[src/rtl/mem_stage_dataif.sv]
// MEM-stage data-memory interface: builds word-addressed byte-enabled requests,
// runs the wait-state handshake, formats load data and flags misaligned accesses.
module mem_stage_dataif #(
  parameter int unsigned ADDR_W = 30
) (
  input  logic              clock,
  input  logic              reset,
  input  logic              M_MemRead,
  input  logic              M_MemWrite,
  input  logic              M_MemByte,
  input  logic              M_MemHalf,
  input  logic              M_MemSignExtend,
  input  logic [31:0]       M_ALU_Result,
  input  logic [31:0]       M_WriteData,
  input  logic              M_Flush,
  input  logic              M_StallExt,
  input  logic [31:0]       DataMem_In,
  input  logic              DataMem_Ready,
  output logic [ADDR_W-1:0] DataMem_Address,
  output logic              DataMem_Read,
  output logic [3:0]        DataMem_Write,
  output logic [31:0]       DataMem_Out,
  output logic [31:0]       M_ReadData,
  output logic              M_Stall_Mem,
  output logic              M_EXC_AdEL,
  output logic              M_EXC_AdES
);

  localparam int unsigned DATA_W = 32;
  localparam int unsigned LANES  = 4;

  typedef enum logic [1:0] {
    S_IDLE = 2'd0,
    S_WAIT = 2'd1,
    S_HOLD = 2'd2
  } state_t;

  state_t              state_q, state_d;
  logic [DATA_W-1:0]   hold_q, hold_d;
  logic                abort_q, abort_d;
  logic                capture;

  // Latched copy of the request held stable while memory inserts wait states
  logic [ADDR_W-1:0]   addr_q;
  logic [1:0]          off_q;
  logic                byte_q, half_q, sign_q, read_q;
  logic [LANES-1:0]    we_q;
  logic [DATA_W-1:0]   wdata_q;

  logic                m_byte, m_half, m_word, m_access, m_misaligned;
  logic [1:0]          m_off;
  logic [LANES-1:0]    m_lanes;
  logic [DATA_W-1:0]   m_wdata;

  // Big-endian lane extraction with optional sign extension
  function automatic logic [DATA_W-1:0] fmt_load(
    input logic [DATA_W-1:0] d,
    input logic [1:0]        off,
    input logic              is_byte,
    input logic              is_half,
    input logic              sx
  );
    logic [7:0]        b;
    logic [15:0]       h;
    logic [DATA_W-1:0] r;
    case (off)
      2'd0:    b = d[31:24];
      2'd1:    b = d[23:16];
      2'd2:    b = d[15:8];
      default: b = d[7:0];
    endcase
    h = off[1] ? d[15:0] : d[31:16];
    if (is_byte)      r = {{24{sx & b[7]}}, b};
    else if (is_half) r = {{16{sx & h[15]}}, h};
    else              r = d;
    return r;
  endfunction

  assign m_byte       = M_MemByte;
  assign m_half       = ~M_MemByte & M_MemHalf;
  assign m_word       = ~M_MemByte & ~M_MemHalf;
  assign m_off        = M_ALU_Result[1:0];
  assign m_access     = M_MemRead | M_MemWrite;
  assign m_misaligned = (m_half & m_off[0]) | (m_word & (|m_off));

  always_comb begin
    m_lanes = 4'b1111;
    if (m_byte)      m_lanes = 4'b1000 >> m_off;
    else if (m_half) m_lanes = m_off[1] ? 4'b0011 : 4'b1100;
  end

  always_comb begin
    m_wdata = M_WriteData;
    if (m_byte)      m_wdata = {4{M_WriteData[7:0]}};
    else if (m_half) m_wdata = {2{M_WriteData[15:0]}};
  end

  // State and datapath registers
  always_ff @(posedge clock or posedge reset) begin
    if (reset) begin
      state_q <= S_IDLE;
      hold_q  <= '0;
      abort_q <= 1'b0;
      addr_q  <= '0;
      off_q   <= '0;
      byte_q  <= 1'b0;
      half_q  <= 1'b0;
      sign_q  <= 1'b0;
      read_q  <= 1'b0;
      we_q    <= '0;
      wdata_q <= '0;
    end else begin
      state_q <= state_d;
      hold_q  <= hold_d;
      abort_q <= abort_d;
      if (capture) begin
        addr_q  <= M_ALU_Result[ADDR_W+1:2];
        off_q   <= m_off;
        byte_q  <= m_byte;
        half_q  <= m_half;
        sign_q  <= M_MemSignExtend;
        read_q  <= M_MemRead;
        we_q    <= M_MemWrite ? m_lanes : 4'b0000;
        wdata_q <= m_wdata;
      end
    end
  end

  // Next-state and output decode
  always_comb begin
    state_d         = state_q;
    hold_d          = hold_q;
    abort_d         = abort_q;
    capture         = 1'b0;
    DataMem_Address = '0;
    DataMem_Read    = 1'b0;
    DataMem_Write   = 4'b0000;
    DataMem_Out     = '0;
    M_ReadData      = '0;
    M_Stall_Mem     = 1'b0;
    M_EXC_AdEL      = 1'b0;
    M_EXC_AdES      = 1'b0;

    case (state_q)
      S_IDLE: begin
        if (m_access && !M_Flush) begin
          if (m_misaligned) begin
            M_EXC_AdEL = M_MemRead;
            M_EXC_AdES = M_MemWrite;
          end else begin
            DataMem_Address = M_ALU_Result[ADDR_W+1:2];
            DataMem_Read    = M_MemRead;
            DataMem_Write   = M_MemWrite ? m_lanes : 4'b0000;
            DataMem_Out     = m_wdata;
            if (DataMem_Ready) begin
              if (M_MemRead)
                M_ReadData = fmt_load(DataMem_In, m_off, m_byte, m_half, M_MemSignExtend);
            end else begin
              capture     = 1'b1;
              M_Stall_Mem = 1'b1;
              abort_d     = 1'b0;
              state_d     = S_WAIT;
            end
          end
        end
      end

      S_WAIT: begin
        DataMem_Address = addr_q;
        DataMem_Read    = read_q;
        DataMem_Write   = we_q;
        DataMem_Out     = wdata_q;
        abort_d         = abort_q | M_Flush;
        if (DataMem_Ready) begin
          abort_d = 1'b0;
          // A flushed access still has to drain on the bus; its result is dropped
          if (abort_q || M_Flush) begin
            state_d = S_IDLE;
          end else begin
            if (read_q)
              M_ReadData = fmt_load(DataMem_In, off_q, byte_q, half_q, sign_q);
            if (M_StallExt) begin
              hold_d  = M_ReadData;
              state_d = S_HOLD;
            end else begin
              state_d = S_IDLE;
            end
          end
        end else begin
          M_Stall_Mem = 1'b1;
        end
      end

      S_HOLD: begin
        M_ReadData = hold_q;
        if (!M_StallExt)
          state_d = S_IDLE;
      end

      default: state_d = S_IDLE;
    endcase

    // Nothing is issued or reported while reset is held
    if (reset) begin
      DataMem_Address = '0;
      DataMem_Read    = 1'b0;
      DataMem_Write   = 4'b0000;
      DataMem_Out     = '0;
      M_ReadData      = '0;
      M_Stall_Mem     = 1'b0;
      M_EXC_AdEL      = 1'b0;
      M_EXC_AdES      = 1'b0;
    end
  end

endmodule

[config.mk]
export PLATFORM = sky130hd
export DESIGN_NAME = mem_stage_dataif
export DESIGN_NICKNAME = d
export VERILOG_FILES = /design/src/rtl/mem_stage_dataif.sv
export SDC_FILE = /design/constraint.sdc
export NUM_CORES = 1
export LEC_CHECK = 0
export BUFFER_PORTS_ARGS = -buffer_cell sky130_fd_sc_hd__clkbuf_2
export CORE_MARGIN = 1.5
export CORE_UTILIZATION = 45
export DETAILED_ROUTE_END_ITERATION = 7
export PLACE_DENSITY_LB_ADDON = 0.2
export SLEW_MARGIN = 30
export SYNTH_ARGS = -nofsm -noshare
export SYNTH_HDL_FRONTEND = slang
export SYNTH_SLANG_ARGS = --single-unit
[constraint.sdc]
create_clock -name clock -period 3.5 [get_ports clock]
set_clock_uncertainty 0.1 [all_clocks]
set_input_delay 0 -clock clock [delete_from_list [all_inputs] [get_ports clock]]
set_output_delay 0 -clock clock [all_outputs]
set_load 0.01 [all_outputs]
==> impl_metrics.env <==
export IMPL_die_x_um=131
export IMPL_clockPowerShare_pct=25.0
export IMPL_first_iter_violations=482
export IMPL_worst_setup_path_type="reg -> out"
export IMPL_synthToLayoutAreaGrowth_pct=26.8
export IMPL_synthFlopType="dfrtp_1"
export IMPL_hold_viol=0
export IMPL_synth_nets=924
export IMPL_synthTopCellsByCount="dfrtp_1 (107), nor2_1 (104), nand2_1 (97)"
export IMPL_dp_hpwl_um=15300
export IMPL_cp_end_kind="primary output"
export IMPL_synth_area_leaders="dfrtp_1 (36%), a22oi_1 (6.1%), mux2_2 (6.0%), mux2i_1 (5.4%), nor2_1 (5.3%)"
export IMPL_cts_max_level=3
export IMPL_fin_nets=1140
export IMPL_ir_drop_mv=0.235
export IMPL_syn_inst=818
export IMPL_clk_latency_ps=360
export IMPL_cts_setup_buffers=0
export IMPL_p_leak_nw=4.41
export IMPL_overflow=0
export IMPL_holdWs_ps=23.5
export IMPL_wl_per_cell_um=19.0
export IMPL_cts_buffer_depth=2
export IMPL_status="finished, final reports clean"
export IMPL_synthAdderAreaFrac_pct=0
export IMPL_hp_class="in -> reg"
export IMPL_start_util_pct=46.1
export IMPL_rsz0062_at_grt="false"
export IMPL_die_h_um=131
export IMPL_power_frac_seq_pct=42.7
export IMPL_ant_nets=0
export IMPL_dp_cells=1179
export IMPL_combPwrFrac_pct=32.3
export IMPL_worstSetupStartpointType="flip-flop"
export IMPL_path_buf_inv=1
export IMPL_relSlewSlack_pct=42.7
export IMPL_switchingPower_mw=1.41
export IMPL_async_reset_ff_share_pct=100
export IMPL_root_buffer="clkbuf_16"
export IMPL_max_freq_mhz=321
export IMPL_grt_max_degree=69
export IMPL_diodes=0
export IMPL_yosysSeqAreaShare_pct=36.4
export IMPL_arrival_ps=3010
export IMPL_slew_violations=0
export IMPL_syn_avg_cell_area_um2=8.99
export IMPL_synthMuxAreaShare_pct=16.5
export IMPL_grt_total_usage_pct=27.9
export IMPL_antenna_found_initial=0
export IMPL_ys_warn_count=0
export IMPL_stdcell_count=1254
export IMPL_pre_cts_ws_ps=966
export IMPL_setup_ws_ps=389
export IMPL_required_ps=3400
export IMPL_rows=46
export IMPL_vias=7405
export IMPL_fin_crit_ps=3110
export IMPL_remaining_drc_errors=0
export IMPL_crit_family="simple AND/OR/NAND/NOR gates"
export IMPL_synth_top_area_share_pct=36.4
export IMPL_cts_resized_gates=0
export IMPL_clk_pin_slew_ps=70
export IMPL_crit_fanout=15
export IMPL_vias_per_cell=5.91
export IMPL_intPower_mw=2.81
export IMPL_grt_pass1_wl_um=36900
export IMPL_maxCapViolCount=0
export IMPL_cellPowerDensity_mw_per_mm2=452
export IMPL_ys_seq_elements=107
export IMPL_cp_slowest_stage_delay_ps=750
export IMPL_cts_tree="yes"
export IMPL_cts_made_buffers=9
export IMPL_wl_um=23800
export IMPL_io_pins=208
export IMPL_portBuffers=207
export IMPL_period_share_pct=88.9
export IMPL_synth_compound_area_share_pct=24.8
export IMPL_setup_viol=0
export IMPL_synth_top_area_cell="dfrtp_1"
export IMPL_synth_most_common_cell="dfrtp_1"
export IMPL_synth_cell_types=61
export IMPL_fillers=1407
export IMPL_synth_area_mm2=0.00736
export IMPL_path_cells="nor3b_1 -> nand3_1 -> nor3_4 -> a22oi_1 -> o21ai_1 -> clkbuf_2"
export IMPL_crit_slowest_cell="nor3_4"
export IMPL_die_area_mm2=0.0171
export IMPL_ctsHoldBuffers=60
export IMPL_core_mm2=0.0159
export IMPL_drive_gt1_share_pct=32.1
export IMPL_grt_pass1_vias=6947
export IMPL_worst_pin_slew_ps=860
export IMPL_synth_edf_count=0
export IMPL_tns_ps=0
export IMPL_globalplace_congestion=0.893
export IMPL_yosys_area_share_simple_pct=16.4
export IMPL_synthXorXnorAreaFrac_pct=0
export IMPL_cts_sinks=107
export IMPL_dr_pass1_iters=5
export IMPL_synth_top_family_by_area="compound AO/OA/AOI/OAI gates"
export IMPL_swShare_pct=33.5
==> cell families (layout without fill, tap and decap cells) <==
logic type | count (synthesis) | in the layout
compound gates | 258 | 258
buf+inv | 89 | 309
flops | 107 | 107
mux | 101 | 101
simple gates | 263 | 263
==> metrics by stage <==
| step | util [%] | total power [mW] | area, um^2 |
|---|---|---|---|
| finish | 58.5 | 4.22 | 9330 |
| global route | 58.5 | 4.47 | 9330 |
| CTS | 58.5 | 4.22 | 9330 |
| detailed placement | 52.9 | 3.11 | 8430 |
| global placement | 52.9 | 3.08 | 8430 |
| floorplan | - | 2.73 | 7360 |
==> routing by layer <==
| metal | routed length, um | vias to the layer above | GRT usage [%] |
|---|---|---|---|
| met1 | 9930 | 3602 | 37.0 |
| met4 | 614 | 0 | 10.5 |
| met5 | 0 | - | 0 |
| li1 | - | 3428 | - |
| met3 | 1850 | 36 | 5.94 |
| met2 | 11400 | 339 | 45.1 |
==> layout make-up <==
| cell class | instances | area (um^2) | area share [%] |
|---|---|---|---|
| multi-input combinational | 622 | 4270 | 45.7 |
| inverter | 13 | 52.6 | 0.563 |
| clock buffer | 11 | 243 | 2.60 |
| tap | 216 | 270 | 2.90 |
| timing repair buffer | 281 | 1770 | 18.9 |
| sequential | 107 | 2680 | 28.7 |
| clock inverter | 4 | 51.3 | 0.550 |
==> registers in the layout, summed over array words and instances, names as in the netlist <==
signal   cells
hold_q      32
wdata_q     32
addr_q      30
we_q         4
off_q        2
state_q      2
abort_q      1
byte_q       1
half_q       1
read_q       1
sign_q       1
==> power by group through the flow <==
stage / combinational [mW] / sequential (mW) / clock, mW
2_1_floorplan: 0.981 / 1.75 / 0
3_3_place_gp: 1.27 / 1.81 / 0
3_5_place_dp: 1.30 / 1.81 / 0
4_1_cts: 1.35 / 1.80 / 1.08
5_1_grt: 1.49 / 1.85 / 1.13
6_report: 1.36 / 1.80 / 1.05
==> worst paths after layout <==
path	from	slack [ps]	depth (start not counted)	endpoint
worst max-delay path	abort_q	390	6	M_ReadData[22]
worst min-delay path	M_WriteData[30]	20	4	wdata_q[30]
worst max register to register	abort_q	830	4	hold_q[21]
worst min register to register	wdata_q[31]	370	2	wdata_q[31]
max in group asynchronous	reset	1650	5	addr_q[5]
min in group asynchronous	reset	390	4	byte_q
==> placed cells by master, fill, tap and decap left out, types with 4 or more instances in the layout <==
master	instances
nor2_1	104
nand2_1	95
mux2_4	16
a21o_1	15
buf_4	12
clkbuf_16	9
dfrtp_1	107
dlygate4sd3_1	60
a21oi_1	26
a32oi_1	4
nand3_1	5
clkbuf_2	207
a22oi_1	60
o21ai_0	64
mux4_2	6
a221o_1	8
mux2i_1	40
a32o_1	23
o311ai_0	8
o21ai_1	9
inv_1	11
a31oi_1	17
nand2b_1	6
and3_1	8
nor2_2	11
nor2b_1	4
or3_1	8
a22oi_2	10
mux2_2	39
==> worst reg2reg max path: cells and delay by family, from the launching register on <==
| family | cells | cell delay, ps |
|---|---|---|
| AND/OR/NAND/NOR | 3 | 1830 |
| flip-flops | 1 | 390 |
| AO/OA/AOI/OAI | 1 | 280 |
(Power assumes the default switching activity.)
